[config.mk]
export PLATFORM = sky130hd
export DESIGN_NAME = data_mem_controller
export DESIGN_NICKNAME = d
export VERILOG_FILES = /design/src/rtl/data_mem_pkg.sv /design/src/rtl/data_mem_controller_rr_arbiter.sv /design/src/rtl/data_mem_controller.sv
export SDC_FILE = /design/constraint.sdc
export NUM_CORES = 1
export LEC_CHECK = 0
export BUFFER_PORTS_ARGS = -buffer_cell sky130_fd_sc_hd__buf_2
export CAP_MARGIN = 5
export CORE_AREA = 10 10 131 133
export CTS_CLUSTER_SIZE = 16
export DETAILED_ROUTE_END_ITERATION = 12
export DIE_AREA = 0 0 141 143
export PLACE_DENSITY_LB_ADDON = 0.1
export SYNTH_ARGS = -nofsm -noshare
export SYNTH_HDL_FRONTEND = slang
export SYNTH_SLANG_ARGS = --single-unit
export TNS_END_PERCENT = 50
[constraint.sdc]
create_clock -name clk -period 2.4 [get_ports clk]
set_input_delay 0.36 -clock clk [delete_from_list [all_inputs] [get_ports clk]]
set_output_delay 0.36 -clock clk [all_outputs]
set_load 0.005 [all_outputs]
[src/rtl/data_mem_pkg.sv]
// Shared types for the data-memory controller.
// Holds the FSM state encoding and the grant-index width helper.
package data_mem_pkg;

  typedef enum logic [1:0] {
    IDLE,
    READ_WAIT,
    WRITE_WAIT,
    RELEASE
  } state_t;

  localparam int DEF_CONSUMERS = 4;
  localparam int GRANT_BITS    = $clog2(DEF_CONSUMERS);

  function automatic int grant_bits(input int n);
    return (n > 1) ? $clog2(n) : 1;
  endfunction

endpackage

[src/rtl/data_mem_controller_rr_arbiter.sv]
// Combinational round-robin arbiter.
// Grants the first requester at or above the pointer, with wrap-around.
module rr_arbiter #(
  parameter int N  = 4,
  parameter int GW = 2
) (
  input  logic [N-1:0]  request,
  input  logic [GW-1:0] pointer,
  output logic          grant_valid,
  output logic [GW-1:0] grant_index
);

  int idx;

  // Scan downward so the lowest offset from the pointer wins.
  always_comb begin
    grant_valid = 1'b0;
    grant_index = '0;
    idx         = 0;
    for (int k = N - 1; k >= 0; k--) begin
      idx = int'(pointer) + k;
      if (idx >= N) idx = idx - N;
      if (request[idx]) begin
        grant_valid = 1'b1;
        grant_index = GW'(idx);
      end
    end
  end

endmodule

[src/rtl/data_mem_controller.sv]
// Shares one data-memory port among several LSUs.
// Round-robin grant, one transaction in flight, one-cycle ready pulse.
module data_mem_controller
  import data_mem_pkg::*;
#(
  parameter int NUM_CONSUMERS = 4,
  parameter int ADDR_BITS     = 8,
  parameter int DATA_BITS     = 8
) (
  input  logic                               clk,
  input  logic                               reset,
  input  logic [NUM_CONSUMERS-1:0]           consumer_read_valid,
  input  logic [NUM_CONSUMERS*ADDR_BITS-1:0] consumer_read_address,
  output logic [NUM_CONSUMERS-1:0]           consumer_read_ready,
  output logic [NUM_CONSUMERS*DATA_BITS-1:0] consumer_read_data,
  input  logic [NUM_CONSUMERS-1:0]           consumer_write_valid,
  input  logic [NUM_CONSUMERS*ADDR_BITS-1:0] consumer_write_address,
  input  logic [NUM_CONSUMERS*DATA_BITS-1:0] consumer_write_data,
  output logic [NUM_CONSUMERS-1:0]           consumer_write_ready,
  output logic                               mem_read_valid,
  output logic [ADDR_BITS-1:0]               mem_read_address,
  input  logic                               mem_read_ready,
  input  logic [DATA_BITS-1:0]               mem_read_data,
  output logic                               mem_write_valid,
  output logic [ADDR_BITS-1:0]               mem_write_address,
  output logic [DATA_BITS-1:0]               mem_write_data,
  input  logic                               mem_write_ready
);

  localparam int GW = grant_bits(NUM_CONSUMERS);

  state_t                           state;
  state_t                           state_nxt;
  logic   [GW-1:0]                  ptr_q;
  logic   [GW-1:0]                  grant_q;
  logic                             is_read_q;
  logic   [NUM_CONSUMERS*DATA_BITS-1:0] rdata_q;
  logic   [NUM_CONSUMERS-1:0]       request;
  logic                             grant_valid;
  logic   [GW-1:0]                  grant_index;
  logic   [GW-1:0]                  ptr_nxt;
  logic                             take;

  assign request = consumer_read_valid | consumer_write_valid;
  assign take    = (state == IDLE) && grant_valid;
  assign ptr_nxt = (grant_index == GW'(NUM_CONSUMERS - 1))
                 ? '0 : grant_index + GW'(1);

  assign consumer_read_data = rdata_q;

  rr_arbiter #(
    .N  (NUM_CONSUMERS),
    .GW (GW)
  ) u_arb (
    .request     (request),
    .pointer     (ptr_q),
    .grant_valid (grant_valid),
    .grant_index (grant_index)
  );

  always_ff @(posedge clk or posedge reset) begin
    if (reset) state <= IDLE;
    else       state <= state_nxt;
  end

  always_comb begin
    state_nxt = state;
    unique case (state)
      IDLE:
        if (grant_valid)
          state_nxt = consumer_read_valid[grant_index]
                    ? READ_WAIT : WRITE_WAIT;
      READ_WAIT:
        if (mem_read_ready) state_nxt = RELEASE;
      WRITE_WAIT:
        if (mem_write_ready) state_nxt = RELEASE;
      RELEASE:
        state_nxt = IDLE;
      default:
        state_nxt = IDLE;
    endcase
  end

  always_comb begin
    mem_read_valid       = 1'b0;
    mem_write_valid      = 1'b0;
    consumer_read_ready  = '0;
    consumer_write_ready = '0;
    unique case (state)
      READ_WAIT:  mem_read_valid  = 1'b1;
      WRITE_WAIT: mem_write_valid = 1'b1;
      RELEASE:
        if (is_read_q) consumer_read_ready[grant_q]  = 1'b1;
        else           consumer_write_ready[grant_q] = 1'b1;
      default: ;
    endcase
  end

  // Request fields are captured once at grant and held until completion.
  always_ff @(posedge clk or posedge reset) begin
    if (reset) begin
      ptr_q             <= '0;
      grant_q           <= '0;
      is_read_q         <= 1'b0;
      mem_read_address  <= '0;
      mem_write_address <= '0;
      mem_write_data    <= '0;
      rdata_q           <= '0;
    end else begin
      if (take) begin
        grant_q   <= grant_index;
        ptr_q     <= ptr_nxt;
        is_read_q <= consumer_read_valid[grant_index];
        if (consumer_read_valid[grant_index]) begin
          mem_read_address <=
            consumer_read_address[grant_index*ADDR_BITS +: ADDR_BITS];
        end else begin
          mem_write_address <=
            consumer_write_address[grant_index*ADDR_BITS +: ADDR_BITS];
          mem_write_data <=
            consumer_write_data[grant_index*DATA_BITS +: DATA_BITS];
        end
      end
      if (state == READ_WAIT && mem_read_ready)
        rdata_q[grant_q*DATA_BITS +: DATA_BITS] <= mem_read_data;
    end
  end

endmodule

== Word level (Yosys, flattened, before mapping) ==
Cells that the tools add are included.
Word-level totals
  input bits: 116
  flip-flop bits (word level): 63
  output and inout port bits: 66
  logic and storage cells: 90
Cells by class
  magnitude comparators: 11
  reductions and logical operators: 7
  shift-type cells: 5
  bitwise logic cells: 2
  $add $sub $neg: 9
  multiplexer cells: 41
  eq/ne operators: 7
Operators by type and width (number)
  $lt 32x4->1 const B: 4
  $mux 32: 4
  $ge 32x4->1 const B: 3
  $shiftx 32x6->8: 3
  $sub 32x4->32 const B: 3
  $neg 5->34: 1
  $shift 8x34->32 const A: 1
  $shiftx 8x34->32: 1
  $bwmux 32: 1
  $mux 2: 9
  $mux 1: 16
  $mux 4: 4
  $bmux 1 s2: 5
  $pmux 2 s4: 1
  $add 2x2->3 const B: 2
  $eq 2x2->1 const B: 3
  $lt 2x3->1 const B: 2
  $ne 2x2->1 const B: 3
  $or 4x4->4: 1
  $reduce_and 2->1: 2
  $sub 2x3->4 const B: 1
  $add 2x1->3 const B: 1
  $ge 2x3->1 const B: 1
  $logic_and 1x1->1: 3
  other kinds (7): 7

== Logic depth before layout (Yosys ltp) ==
Gate-level depths: netlist (run 1).
  depth in word-level cells: 15
  mapped depth: 9
  mapped depth without buffers: 6

== Cells and area by module ==
From an unflattened synthesis (run 1), not the netlist that was laid out.
Second synthesis, totals
  cells, all modules: 235
  area, all modules: 3437.0 um2
By module, submodules not included
  data_mem_controller: sequential area each 1576.5 um2, instances 1, cells an instance 222, area each 3359.5 um2
  rr_arbiter: sequential area each 0.0 um2, instances 1, cells an instance 13, area each 77.6 um2

== Worst setup path before layout (run 1) ==
Ideal clock, no wire load.
  kind: input port to flip-flop
  start: input port consumer_write_valid[3]
  end: register mem_write_address[0]
  setup time: 0.125 ns
  data arrival time: 1.913 ns
  path slack: 0.362 ns
  path buffers: 3
  required time: 2.275 ns
  stages: 9
  path through: or2_0 -> o21bai_1 -> a2bb2oi_1 -> buf_4 -> nor2b_1 -> a22o_1 -> buf_6 -> buf_6 -> mux2_4
Between the ends
  longest elaborated chain between the ends: 12
  elaborated cells on any way between the ends: 27
  classes of those cells: shift (1); mux (22); bitwise (2); reduce/logical (2)
Ends and longest elaborated chain
  start: declaration: RTL line data_mem_controller.sv:16  | input logic [NUM_CONSUMERS-1:0] consumer_write_valid,
  $or 4x4->4 (*): RTL line data_mem_controller.sv:44  | assign request = consumer_read_valid | consumer_write_valid;
  parallel branches: the longest is 11 deep, another holds $shiftx 32x6->8
  end signal: assignment: RTL line data_mem_controller.sv:118  | mem_write_address <=
  end: declaration: RTL line data_mem_controller.sv:25  | output logic [ADDR_BITS-1:0] mem_write_address,
Mark *: on every way between the ends. The select of a mux whose other input is x is not followed.
A chain may end at the register's enable or synchronous reset.

== Worst setup path after layout (run 1) ==
  start: register ptr_q[1]
  end: register mem_read_address[6]
Between the ends
  longest elaborated chain between the ends: 13
  elaborated cells on any way between the ends: 40
  classes of those cells: add/sub (7); order compare (4); shift (1); mux (26); reduce/logical (2)
Ends and longest elaborated chain
  start: declaration: RTL line data_mem_controller.sv:34  | logic [GW-1:0] ptr_q;
  start signal: assignment: RTL line data_mem_controller.sv:112  | ptr_q <= ptr_nxt;
  parallel branches: the longest is 13 deep, another holds $sub 32x4->32
  end signal: assignment: RTL line data_mem_controller.sv:115  | mem_read_address <=
  end: declaration: RTL line data_mem_controller.sv:21  | output logic [ADDR_BITS-1:0] mem_read_address,
Parallel ways; which one is timed is not known. The select of a mux whose other input is x is not followed.

==> results of run 1 <==
-- sequential cells by signal, indices dropped and copies added (netlist names) --
register            count
consumer_read_data     32
grant_q                 2
is_read_q               1
mem_read_address        8
mem_write_address       8
mem_write_data          8
ptr_q                   2
state                   2
-- where the power goes --
group / total, mW / switching (mW) / internal [mW]
logic: 3.18 / 1.43 / 1.74
clock network: 1.53 / 0.481 / 1.05
registers: 1.88 / 0.311 / 1.57
total: 6.59 / 2.23 / 4.36
-- cells in the final DEF (no fill, tap or decap), drive strengths merged, types with 4 or more instances in the layout --
master  count
mux2       26
clkbuf     10
ha         10
dfrtp      63
mux2i      77
inv        11
and2        4
nand2       8
and3        4
buf       203
a22o       33
nor2        4
nand3       6
-- worst max-delay path: cells and delay by family, from the launching register on --
kind                   cells  cell delay, ps
buffers and inverters      3             510
multiplexers               3             650
AO/OA/AOI/OAI              2             550
flip-flops                 1             410
-- through the flow --
step | total power, mW | utilization [%]
finish | 6.588 | 36.19
detailed placement | 5.155 | 33.74
floorplan | 3.869 | -
CTS | 6.730 | 36.19
global placement | 5.116 | 33.74
global route | 7.113 | 36.19
-- per-layer routing --
metal	track usage, %	part of all wire [%]	vias to the layer above	wire length, um
met5	0	0	-	0
met4	3.533	1.0	0	122
met3	5.373	8.9	8	1039
met2	19.43	47	129	5483
met1	12.96	43	1412	5071
li1	-	-	1475	-
-- kinds of logic (layout without fill, tap and decap cells) --
kind of cell	Yosys count	in the layout	share of synthesized area (%)
simple gates	37	37	6.498
compound gates	47	47	11.24
buf+inv	23	228	3.337
flops	63	63	44.26
fa+ha+maj	10	10	3.512
mux	103	103	30.91
xor+xnor	1	1	0.2459
-- worst max path at each step --
| stage | slack [ps] | end | cells after the start | start |
|---|---|---|---|---|
| after detailed placement | 10 | mem_read_address[6] | 9 | consumer_read_valid[0] |
| after global placement | 70 | mem_read_address[6] | 9 | consumer_write_valid[0] |
| final | 170 | mem_read_address[6] | 8 | ptr_q[1] |
| after CTS | 140 | mem_read_address[6] | 8 | ptr_q[1] |
| after floorplan | 360 | mem_write_address[0] | 9 | consumer_write_valid[3] |
| after global routing | 50 | mem_read_address[6] | 8 | ptr_q[1] |
-- final cells by class --
cell class,count,share of cell area (%)
inverters,9,0.6472
well taps,184,4.410
multi-input cells,198,36.24
clock buffers,10,4.578
repair buffers,203,21.72
flip-flops and latches,63,30.20
clock inverters,6,2.205
==> metrics.md, run 1 <==
| Metric | Value |
|---|---|
| Starting DRC count in detailed routing | `75` |
| Place WS | `10.28 ps` |
| WP data required | `2610 ps` |
| CTS Buffer Depth | `2` |
| Area Growth Syn to Fin | `46.54%` |
| Data arrival at the endpoint of the critical path | `2440 ps` |
| Routed wire length per instance | `17.41 um` |
| Post-Syn Area | `3562 um^2` |
| Worst r2r path cells | `8` |
| Share of flip-flops with an asynchronous set or reset after synthesis | `100.0%` |
| LEAKAGE | `2.788 nW` |
| Buffers on Ports | `181` |
| Clock sink count | `63` |
| Most prevalent standard cell on the critical path | `sky130_fd_sc_hd__mux2i_1` |
| Element type at the critical path end | `flip-flop` |
| Cell with the biggest individual delay on the critical path | `sky130_fd_sc_hd__dfrtp_1` |
| Total I/O pin count | `182` |
| Postcts setup bufs | `0` |
| Layout Cells excl Fill | `673` |
| Post-synthesis instance total | `284` |
| Highest clock rate | `448.2 MHz` |
| CORE AREA | `14420 um^2` |
| Setup WS post-layout | `169.0 ps` |
| Number of routed nets with antenna violations | `0` |
| Cell area after placement | `4866 um^2` |
| Number of synthesized flops with an enable pin | `0` |
| Detailed-placement wirelength estimate | `9542 um` |
| CTS Root Cell | `sky130_fd_sc_hd__clkbuf_16` |
| Post-layout min period | `2231 ps` |
| Setup slack on the worst flop-to-flop path | `170 ps` |
| Min-Delay Path Class | `primary input to asynchronous set/reset pin` |
| Largest net degree at the start of global routing | `28` |
| Vias in the first global route | `3598` |
| CTS HTree Levels | `3` |
| Clock latency of the later-clocked register in the worst-skew pair | `330 ps` |
| FILL cells | `1481` |
| Final slew viol count | `0` |
| Top cell types by occurrence after synthesis | `sky130_fd_sc_hd__mux2i_1 (77), sky130_fd_sc_hd__dfrtp_1 (63), sky130_fd_sc_hd__a22o_1 (33)` |
| Number of placement rows | `44` |
| Die outline area | `20160 um^2` |
| Starting density of the core | `24.70%` |
| Number of iterations in the first detailed-routing pass | `4` |
| Total negative slack for setup checks | `0 ps` |
| Post-CTS clock slew at the launch and capture registers of the worst setup and hold paths | `60 ps` |
| Delay of the slowest critical-path stage | `410 ps` |
| Drt drc | `0` |
| Layout Skew | `5.078 ps` |
| Worst slew margin | `36.78%` |
| Most numerous cell in the Yosys netlist | `sky130_fd_sc_hd__mux2i_1` |
| Peak ir drop on the vdd network | `0.5813 mV` |
| Critical path peak fanout | `14` |
| Share of the synthesized area in the top cell type | `44.26%` |
| Layout net count | `610` |
| Result of the run | `finished, final reports clean` |
| Minimum hold slack | `100.4 ps` |
| # setup viols final | `0` |
| Worst reg2reg path startpoint | `ptr_q[1]` |
| Portion of the post-synthesis area used by sequential elements | `44.26%` |
| Total routed wirelength | `11720 um` |
| Synth cell types | `38` |
| Register bit count reported by yosys | `63` |
| Vias | `3024` |
| Number of placed cells counting well taps | `657` |
| Horiz. Die Dim | `141 um` |
| Total of warnings raised by yosys | `0` |
| Worst setup SP type | `flip-flop` |
| Slew at the pin closest to its max-slew limit | `945.9 ps` |
| Cells taking the most area after synthesis | `sky130_fd_sc_hd__dfrtp_1 (44%), sky130_fd_sc_hd__mux2i_1 (22%), sky130_fd_sc_hd__a22o_1 (8.1%), sky130_fd_sc_hd__mux2_1 (4.7%), sky130_fd_sc_hd__mux2_4 (4.2%)` |
| Average cell area after synthesis | `12.54 um^2` |
| Critical path class | `flip-flop to flip-flop` |
| Pwr Density | `1262 nW/um^2` |
| Number of failing hold endpoints at the final stage | `0` |
| Crit-path cells | `inv_1, o221a_1, a2bb2oi_4, buf_12, buf_4, mux2i_1, mux2i_1, mux2_1` |
| TritonCTS clock tree | `yes` |
| Period Utilization, post-route | `92.96%` |
| GRT Total Usage | `11.63%` |
| Max-cap viol count | `0` |
| Via count normalized by instance count | `4.493` |
| Reg-to-reg endpoint | `mem_read_address[6]` |
| Area of the multi-input gates | `1892 um^2` |
| Share of cells above drive strength 1 | `48.88%` |
| Global route total overflow | `0` |
| Wire length of the first global-routing pass | `18730 um` |
| Number of buffers inserted during clock tree synthesis | `9` |
| Number of gates resized after CTS | `0` |
| Final GP Congestion | `0.8295` |
| Storage cell area | `1577 um^2` |
| Number of antenna violations at the first check in global routing | `0` |
| Die Span Y | `143 um` |
| Antenna diode instance count | `0` |
| Synthesized net count | `410` |
| Post-Layout Inst Area | `5220 um^2` |
| Main flop type after synthesis | `sky130_fd_sc_hd__dfrtp_1` |
| Count of hold-fix buffers inserted at cts | `0` |
| Setup repair after global routing missed its margin | `false` |
| Library cell occupying the most area in the post-synthesis netlist | `sky130_fd_sc_hd__dfrtp_1` |
Power figures use the tool's default switching activity.
==> inputs of run 2 (changes only) <==
Settings changed: CORE_AREA 10 10 131 133 to 10 10 129 131, DIE_AREA 0 0 141 143 to 0 0 139 141, SYNTH_HIERARCHICAL set to 1.
==> run 2 against run 1 <==
Net effect: design area decreased by 2.8%; via count decreased by 6.5%; die area decreased by 2.8%; routed wire length decreased by 3.3%; total power decreased by 8.2%; hold slack got worse by 89 ps; utilization decreased by 0.46 points; sequential share of layout area increased by 0.86 points.
==> metrics.md, run 2 <==
| Metric | Value |
|---|---|
| Clock sink count | `63 (unchanged)` |
| Antenna diode instance count | `0 (unchanged)` |
| Register bit count reported by yosys | `63 (unchanged)` |
| CORE AREA | `14200 um^2 (was 14420 um^2)` |
| Number of buffers inserted during clock tree synthesis | `9 (unchanged)` |
| Met3 layer usage reported by global route | `3.897% (was 5.373%)` |
| Period Utilization, post-route | `93.34% (was 92.96%)` |
| Number of iterations in the first detailed-routing pass | `4 (unchanged)` |
| Post-Syn Area | `3437 um^2 (was 3562 um^2)` |
| Buffers on Ports | `181 (unchanged)` |
| Global route total overflow | `0 (unchanged)` |
| Most numerous cell in the Yosys netlist | `sky130_fd_sc_hd__dfrtp_1 (was sky130_fd_sc_hd__mux2i_1)` |
| Synthesized net count | `362 (was 410)` |
| Max-cap viol count | `0 (unchanged)` |
| Result of the run | `finished, final reports clean (unchanged)` |
| Number of gates resized after CTS | `0 (unchanged)` |
| Vias in the first global route | `3180 (was 3598)` |
| Layout Skew | `5.643 ps (was 5.078 ps)` |
| Storage cell area | `1577 um^2 (unchanged)` |
| Detailed-placement wirelength estimate | `9149 um (was 9542 um)` |
| CTS HTree Levels | `3 (unchanged)` |
| Critical path class | `flip-flop to flip-flop (unchanged)` |
| CTS Buffer Depth | `2 (unchanged)` |
| Die Span Y | `141 um (was 143 um)` |
| Drt drc | `0 (unchanged)` |
| Starting density of the core | `24.20% (was 24.70%)` |
| Portion of the post-synthesis area used by sequential elements | `45.87% (was 44.26%)` |
| Synth cell types | `34 (was 38)` |
| Average cell area after synthesis | `14.63 um^2 (was 12.54 um^2)` |
| Final GP Congestion | `0.7773 (was 0.8295)` |
| Place WS | `-169.3 ps (was 10.28 ps)` |
| Worst r2r path cells | `6 (was 8)` |
| Total power of the final layout | `6.049 mW (was 6.588 mW)` |
| Starting DRC count in detailed routing | `92 (was 75)` |
| Largest net degree at the start of global routing | `49 (was 28)` |
| Area of the multi-input gates | `1783 um^2 (was 1892 um^2)` |
| Vias | `2827 (was 3024)` |
| Routed wire length per instance | `17.99 um (was 17.41 um)` |
| Number of routed nets with antenna violations | `0 (unchanged)` |
| Min-Delay Path Class | `primary input to asynchronous set/reset pin (unchanged)` |
| Most Used Layer, Global Route | `met2 (unchanged)` |
| Library cell occupying the most area in the post-synthesis netlist | `sky130_fd_sc_hd__dfrtp_1 (unchanged)` |
| CTS Root Cell | `sky130_fd_sc_hd__clkbuf_16 (unchanged)` |
| Top cell types by occurrence after synthesis | `sky130_fd_sc_hd__dfrtp_1 (63), sky130_fd_sc_hd__a22o_1 (33), sky130_fd_sc_hd__mux4_2 (25) (was sky130_fd_sc_hd__mux2i_1 (77), sky130_fd_sc_hd__dfrtp_1 (63), sky130_fd_sc_hd__a22o_1 (33))` |
| Layout net count | `568 (was 610)` |
| WP data required | `2590 ps (was 2610 ps)` |
| Worst slew margin | `41.99% (was 36.78%)` |
| Post-synthesis instance total | `235 (was 284)` |
| Number of failing hold endpoints at the final stage | `0 (unchanged)` |
| Critical path peak fanout | `16 (was 14)` |
| Total I/O pin count | `182 (unchanged)` |
| Die outline area | `19600 um^2 (was 20160 um^2)` |
| Total of warnings raised by yosys | `6 (was 0)` |
| Via count normalized by instance count | `4.487 (was 4.493)` |
| Area Growth Syn to Fin | `47.65% (was 46.54%)` |
| Setup repair after global routing missed its margin | `false (unchanged)` |
| Worst setup SP type | `flip-flop (unchanged)` |
| Met1 usage in global routing | `13.60% (was 12.96%)` |
| Number of synthesized flops with an enable pin | `0 (unchanged)` |
| Final slew viol count | `0 (unchanged)` |
| Post-layout min period | `2240 ps (was 2231 ps)` |
| Postcts setup bufs | `0 (unchanged)` |
| Most frequent standard cell in the layout excluding fill and tap cells | `sky130_fd_sc_hd__buf_2 (unchanged)` |
| # setup viols final | `0 (unchanged)` |
| Wire length of the first global-routing pass | `18020 um (was 18730 um)` |
| Slew at the pin closest to its max-slew limit | `863.0 ps (was 945.9 ps)` |
| FILL cells | `1443 (was 1481)` |
| Share of the synthesized area in the top cell type | `45.87% (was 44.26%)` |
| Peak ir drop on the vdd network | `0.3827 mV (was 0.5813 mV)` |
| Highest-count cells in the layout ignoring fill and taps | `sky130_fd_sc_hd__buf_2 (181), sky130_fd_sc_hd__dfrtp_1 (63), sky130_fd_sc_hd__a22o_1 (33) (was sky130_fd_sc_hd__buf_2 (181), sky130_fd_sc_hd__mux2i_1 (77), sky130_fd_sc_hd__dfrtp_1 (63))` |
| Setup WS post-layout | `159.7 ps (was 169.0 ps)` |
| Share of flip-flops with an asynchronous set or reset after synthesis | `100.0% (unchanged)` |
| GR Layer Usage met2 | `19.19% (was 19.43%)` |
| Pwr Density | `1192 nW/um^2 (was 1262 nW/um^2)` |
| LEAKAGE | `2.575 nW (was 2.788 nW)` |
| Main flop type after synthesis | `sky130_fd_sc_hd__dfrtp_1 (unchanged)` |
| GRT Total Usage | `11.61% (was 11.63%)` |
| Number of antenna violations at the first check in global routing | `0 (unchanged)` |
| Total routed wirelength | `11330 um (was 11720 um)` |
| Highest clock rate | `446.4 MHz (was 448.2 MHz)` |
| Count of hold-fix buffers inserted at cts | `0 (unchanged)` |
| Post-CTS clock slew at the launch and capture registers of the worst setup and hold paths | `60 ps (about the same)` |
| Element type at the critical path end | `flip-flop (unchanged)` |
| Cells taking the most area after synthesis | `sky130_fd_sc_hd__dfrtp_1 (46%), sky130_fd_sc_hd__mux4_2 (16%), sky130_fd_sc_hd__a22o_1 (8.4%), sky130_fd_sc_hd__mux2_2 (6.2%), sky130_fd_sc_hd__mux2_4 (4.4%) (was sky130_fd_sc_hd__dfrtp_1 (44%), sky130_fd_sc_hd__mux2i_1 (22%), sky130_fd_sc_hd__a22o_1 (8.1%), sky130_fd_sc_hd__mux2_1 (4.7%), sky130_fd_sc_hd__mux2_4 (4.2%))` |
| Share of cells above drive strength 1 | `64.57% (was 48.88%)` |
| Data arrival at the endpoint of the critical path | `2430 ps (was 2440 ps)` |
| Horiz. Die Dim | `139 um (was 141 um)` |
| Max reg flops | `32 (unchanged)` |
| Clock latency of the later-clocked register in the worst-skew pair | `330 ps (about the same)` |
| TritonCTS clock tree | `yes (unchanged)` |
| Number of placement rows | `44 (unchanged)` |
run 2: cell types whose count changed after synthesis, moves of 3 or more:
cell,change
sky130_fd_sc_hd__mux2_1,-15
sky130_fd_sc_hd__mux2i_1,-74
sky130_fd_sc_hd__nor4b_2,-3
sky130_fd_sc_hd__mux4_2,+25
sky130_fd_sc_hd__buf_2,-8
sky130_fd_sc_hd__or2_2,+4
sky130_fd_sc_hd__o221ai_1,-3
sky130_fd_sc_hd__buf_6,+3
sky130_fd_sc_hd__mux2_2,+18
run 2: through the flow:
stage | std cells | hold WS (ps) | utilization [%] | TNS [ps] | cell area [um^2]
floorplan | 235 | 489.5 | - | 0 | 3460
global placement | 614 | 370.5 | 33.51 | -1952 | 4760
detailed placement | 614 | 369.3 | 33.51 | -2579 | 4760
CTS | 630 | 7.103 | 35.70 | 0 | 5071
global route | 630 | 31.99 | 35.73 | 0 | 5075
finish | 630 | 11.19 | 35.73 | 0 | 5075
run 2: kinds of logic after synthesis:
group / count (synthesis) / synth area share, %
AO/OA/AOI/OAI: 41 / 10.59
buffers and inverters: 19 / 3.349
AND/OR/NAND/NOR: 44 / 8.336
flip-flops: 63 / 45.87
adder cells (fa/ha/maj): 11 / 4.004
multiplexers: 57 / 27.85
run 2: area by class of cell:
| class | instances | area share, % |
|---|---|---|
| Timing Repair Buffer | 205 | 22.46 |
| Multi-Input combinational cell | 153 | 35.13 |
| Clock inverter | 2 | 0.7396 |
| Clock buffer | 14 | 5.399 |
| Inverter | 9 | 0.6657 |
| Tap cell | 184 | 4.536 |
| Sequential cell | 63 | 31.07 |
run 2: routing by layer:
| metal | wire length, um | part of all wire, % | vias up |
|---|---|---|---|
| met5 | 0 | 0 | - |
| met4 | 163 | 1.4 | 0 |
| met3 | 727 | 6.4 | 9 |
| met2 | 5659 | 50 | 100 |
| met1 | 4779 | 42 | 1393 |
| li1 | - | - | 1325 |
run 2: worst paths after layout:
check | to | from | slack, ps
min in group clk | consumer_read_data[3] | mem_read_data[3] | 280
max | state[0] | ptr_q[1] | 160
min | mem_read_address[3] | reset | 10
max in group asynchronous | ptr_q[0] | reset | 1780
min reg2reg | consumer_read_data[23] | consumer_read_data[23] | 490
max reg2reg | state[0] | ptr_q[1] | 160
run 2: power breakdown:
part | leakage (nW) | internal [mW] | switching, mW
sequential | 0.809 | 1.50 | 0.260
combinational | 1.62 | 1.67 | 1.26
clock | 0.149 | 0.890 | 0.473
total | 2.58 | 4.06 | 1.99
run 2: critical path, stage by stage, from the launching register on:
cell	delay [ps]
sky130_fd_sc_hd__dfrtp_1	450
sky130_fd_sc_hd__mux2i_1	180
sky130_fd_sc_hd__a211oi_4	450
sky130_fd_sc_hd__buf_12	240
sky130_fd_sc_hd__mux4_2	540
sky130_fd_sc_hd__mux2i_1	150
sky130_fd_sc_hd__mux2i_1	90
==> inputs of run 3 (changes only) <==
Settings changed: REMOVE_ABC_BUFFERS set to 1.
==> run 3 against run 2 <==
Net effect: combinational power is 2% lower; design area shrank 0.25%; clock power increased by 13%.
==> metrics.md, run 3 (synthesis gave the netlist of run 2 again) <==
| Metric | Value |
|---|---|
| Result of the run | `finished, final reports clean (unchanged)` |
| Global route total overflow | `0 (unchanged)` |
| Area Growth Syn to Fin | `47.29% (was 47.65%)` |
| Critical path class | `flip-flop to flip-flop (unchanged)` |
| Peak ir drop on the vdd network | `0.3887 mV (was 0.3827 mV)` |
| Drt drc | `0 (unchanged)` |
| Worst reg2reg path startpoint | `ptr_q[1] (unchanged)` |
| Count of hold-fix buffers inserted at cts | `0 (unchanged)` |
| CTS Root Cell | `sky130_fd_sc_hd__clkbuf_16 (unchanged)` |
| CTS HTree Levels | `3 (unchanged)` |
| Starting density of the core | `24.20% (unchanged)` |
| Routed wire length per instance | `17.87 um (was 17.99 um)` |
| Number of gates resized after CTS | `0 (unchanged)` |
| Min-Delay Path Class | `primary input to asynchronous set/reset pin (unchanged)` |
| Number of failing hold endpoints at the final stage | `0 (unchanged)` |
| Total power of the final layout | `6.174 mW (was 6.049 mW)` |
| Final slew viol count | `0 (unchanged)` |
| Period Utilization, post-route | `92.30% (was 93.34%)` |
| Element type at the critical path end | `flip-flop (unchanged)` |
| Vias | `2847 (was 2827)` |
| Starting DRC count in detailed routing | `94 (was 92)` |
| Postcts setup bufs | `0 (unchanged)` |
| Post-layout min period | `2215 ps (was 2240 ps)` |
| End-of-flow core utilization | `35.64% (was 35.73%)` |
| Clock sink count | `63 (unchanged)` |
| Slew at the pin closest to its max-slew limit | `800.0 ps (was 863.0 ps)` |
| Die Span Y | `141 um (unchanged)` |
| Number of placement rows | `44 (unchanged)` |
| Total I/O pin count | `182 (unchanged)` |
| Critical path peak fanout | `24 (was 16)` |
| Number of buffers inserted during clock tree synthesis | `9 (unchanged)` |
| Worst setup SP type | `flip-flop (unchanged)` |
| Layout Skew | `5.053 ps (was 5.643 ps)` |
| Start point of the critical path | `ptr_q[1] (unchanged)` |
| LEAKAGE | `2.572 nW (was 2.575 nW)` |
| Clock latency of the later-clocked register in the worst-skew pair | `330 ps (about the same)` |
| Worst slew margin | `46.22% (was 41.99%)` |
| Die outline area | `19600 um^2 (unchanged)` |
| Buffers on Ports | `181 (unchanged)` |
| Final GP Congestion | `0.7198 (was 0.7773)` |
| Data arrival at the endpoint of the critical path | `2430 ps (about the same)` |
| CTS Buffer Depth | `2 (unchanged)` |
| Number of antenna violations at the first check in global routing | `0 (unchanged)` |
| TritonCTS clock tree | `yes (unchanged)` |
| Highest-count cells in the layout ignoring fill and taps | `sky130_fd_sc_hd__buf_2 (181), sky130_fd_sc_hd__dfrtp_1 (63), sky130_fd_sc_hd__a22o_1 (33) (unchanged)` |
| Highest clock rate | `451.4 MHz (was 446.4 MHz)` |
| Share of cells above drive strength 1 | `64.27% (was 64.57%)` |
| Via count normalized by instance count | `4.526 (was 4.487)` |
| Number of iterations in the first detailed-routing pass | `4 (unchanged)` |
| Wire length of the first global-routing pass | `18290 um (was 18020 um)` |
| GRT Total Usage | `11.48% (was 11.61%)` |
| Horiz. Die Dim | `139 um (unchanged)` |
| Pwr Density | `1220 nW/um^2 (was 1192 nW/um^2)` |
| Place WS | `-75.42 ps (was -169.3 ps)` |
| Layout net count | `567 (was 568)` |
| Max-cap viol count | `0 (unchanged)` |
| CORE AREA | `14200 um^2 (unchanged)` |
| Largest net degree at the start of global routing | `27 (was 49)` |
| Total routed wirelength | `11240 um (was 11330 um)` |
| Setup repair after global routing missed its margin | `false (unchanged)` |
| # setup viols final | `0 (unchanged)` |
| Most frequent standard cell in the layout excluding fill and tap cells | `sky130_fd_sc_hd__buf_2 (unchanged)` |
| Vias in the first global route | `3402 (was 3180)` |
| Antenna diode instance count | `0 (unchanged)` |
| Detailed-placement wirelength estimate | `9199 um (was 9149 um)` |
| Max reg flops | `32 (unchanged)` |
| Setup WS post-layout | `184.8 ps (was 159.7 ps)` |
| WP data required | `2610 ps (was 2590 ps)` |
| Number of routed nets with antenna violations | `0 (unchanged)` |
| Post-CTS clock slew at the launch and capture registers of the worst setup and hold paths | `60 ps (about the same)` |
-- run 3: changes by cell type in the layout (fill, tap and decap cells not counted), moves of 2 or more --
cell / change
sky130_fd_sc_hd__inv_6: +4
sky130_fd_sc_hd__clkbuf_8: -3
sky130_fd_sc_hd__bufinv_16: +2
sky130_fd_sc_hd__clkbuf_1: -2
sky130_fd_sc_hd__or2_2: +2
sky130_fd_sc_hd__or2_4: -2
-- run 3: layout make-up --
type / instances / area [um^2]
Clock buffer: 9 / 225.2
Fill cell: 1429 / 9141
Inverter: 9 / 33.78
Timing Repair Buffer: 204 / 1116
Multi-Input combinational cell: 153 / 1755
Sequential cell: 63 / 1577
Tap cell: 184 / 230.2
Clock inverter: 7 / 125.1
-- run 3: worst max-delay path, cell delays in order, from the launching register on --
cell	delay (ps)
sky130_fd_sc_hd__dfrtp_1	450
sky130_fd_sc_hd__mux2i_1	180
sky130_fd_sc_hd__a211oi_4	370
sky130_fd_sc_hd__buf_12	260
sky130_fd_sc_hd__mux4_2	540
sky130_fd_sc_hd__mux2_2	270
-- run 3: worst paths after layout --
kind / to / slack [ps] / cells past startpoint
max reg2reg: mem_write_address[2] / 180 / 5
min: consumer_read_data[15] / 20 / 2
max: mem_write_address[2] / 180 / 5
min in group clk: consumer_read_data[3] / 290 / 2
min reg2reg: consumer_read_data[22] / 500 / 1
max in group asynchronous: consumer_read_data[11] / 1690 / 3
-- run 3: metrics by stage --
step | hold slack (ps) | cells | cell area [um^2] | TNS, ps
finish | 19.87 | 629 | 5062 | 0
global route | 55.14 | 629 | 5062 | 0
CTS | 28.67 | 629 | 5062 | 0
detailed placement | 391.6 | 613 | 4712 | -1387
global placement | 387.8 | 613 | 4712 | -975.4
floorplan | 489.5 | 225 | 3356 | -48010
-- run 3: power breakdown --
group	internal, mW	switching, mW	leakage (nW)
Combinational	1.64	1.22	1.59
Clock	1.03	0.514	0.171
Sequential	1.50	0.266	0.809
Total	4.17	2.00	2.57
-- run 3: routing by layer --
layer / share of wire (%) / track usage [%] / vias up / wire, um
met5: 0 / 0 / - / 0
met4: 1.3 / 4.613 / 0 / 150
met3: 10 / 5.375 / 10 / 1144
met2: 45 / 17.74 / 143 / 5062
met1: 43 / 13.51 / 1364 / 4880
li1: - / - / 1330 / -
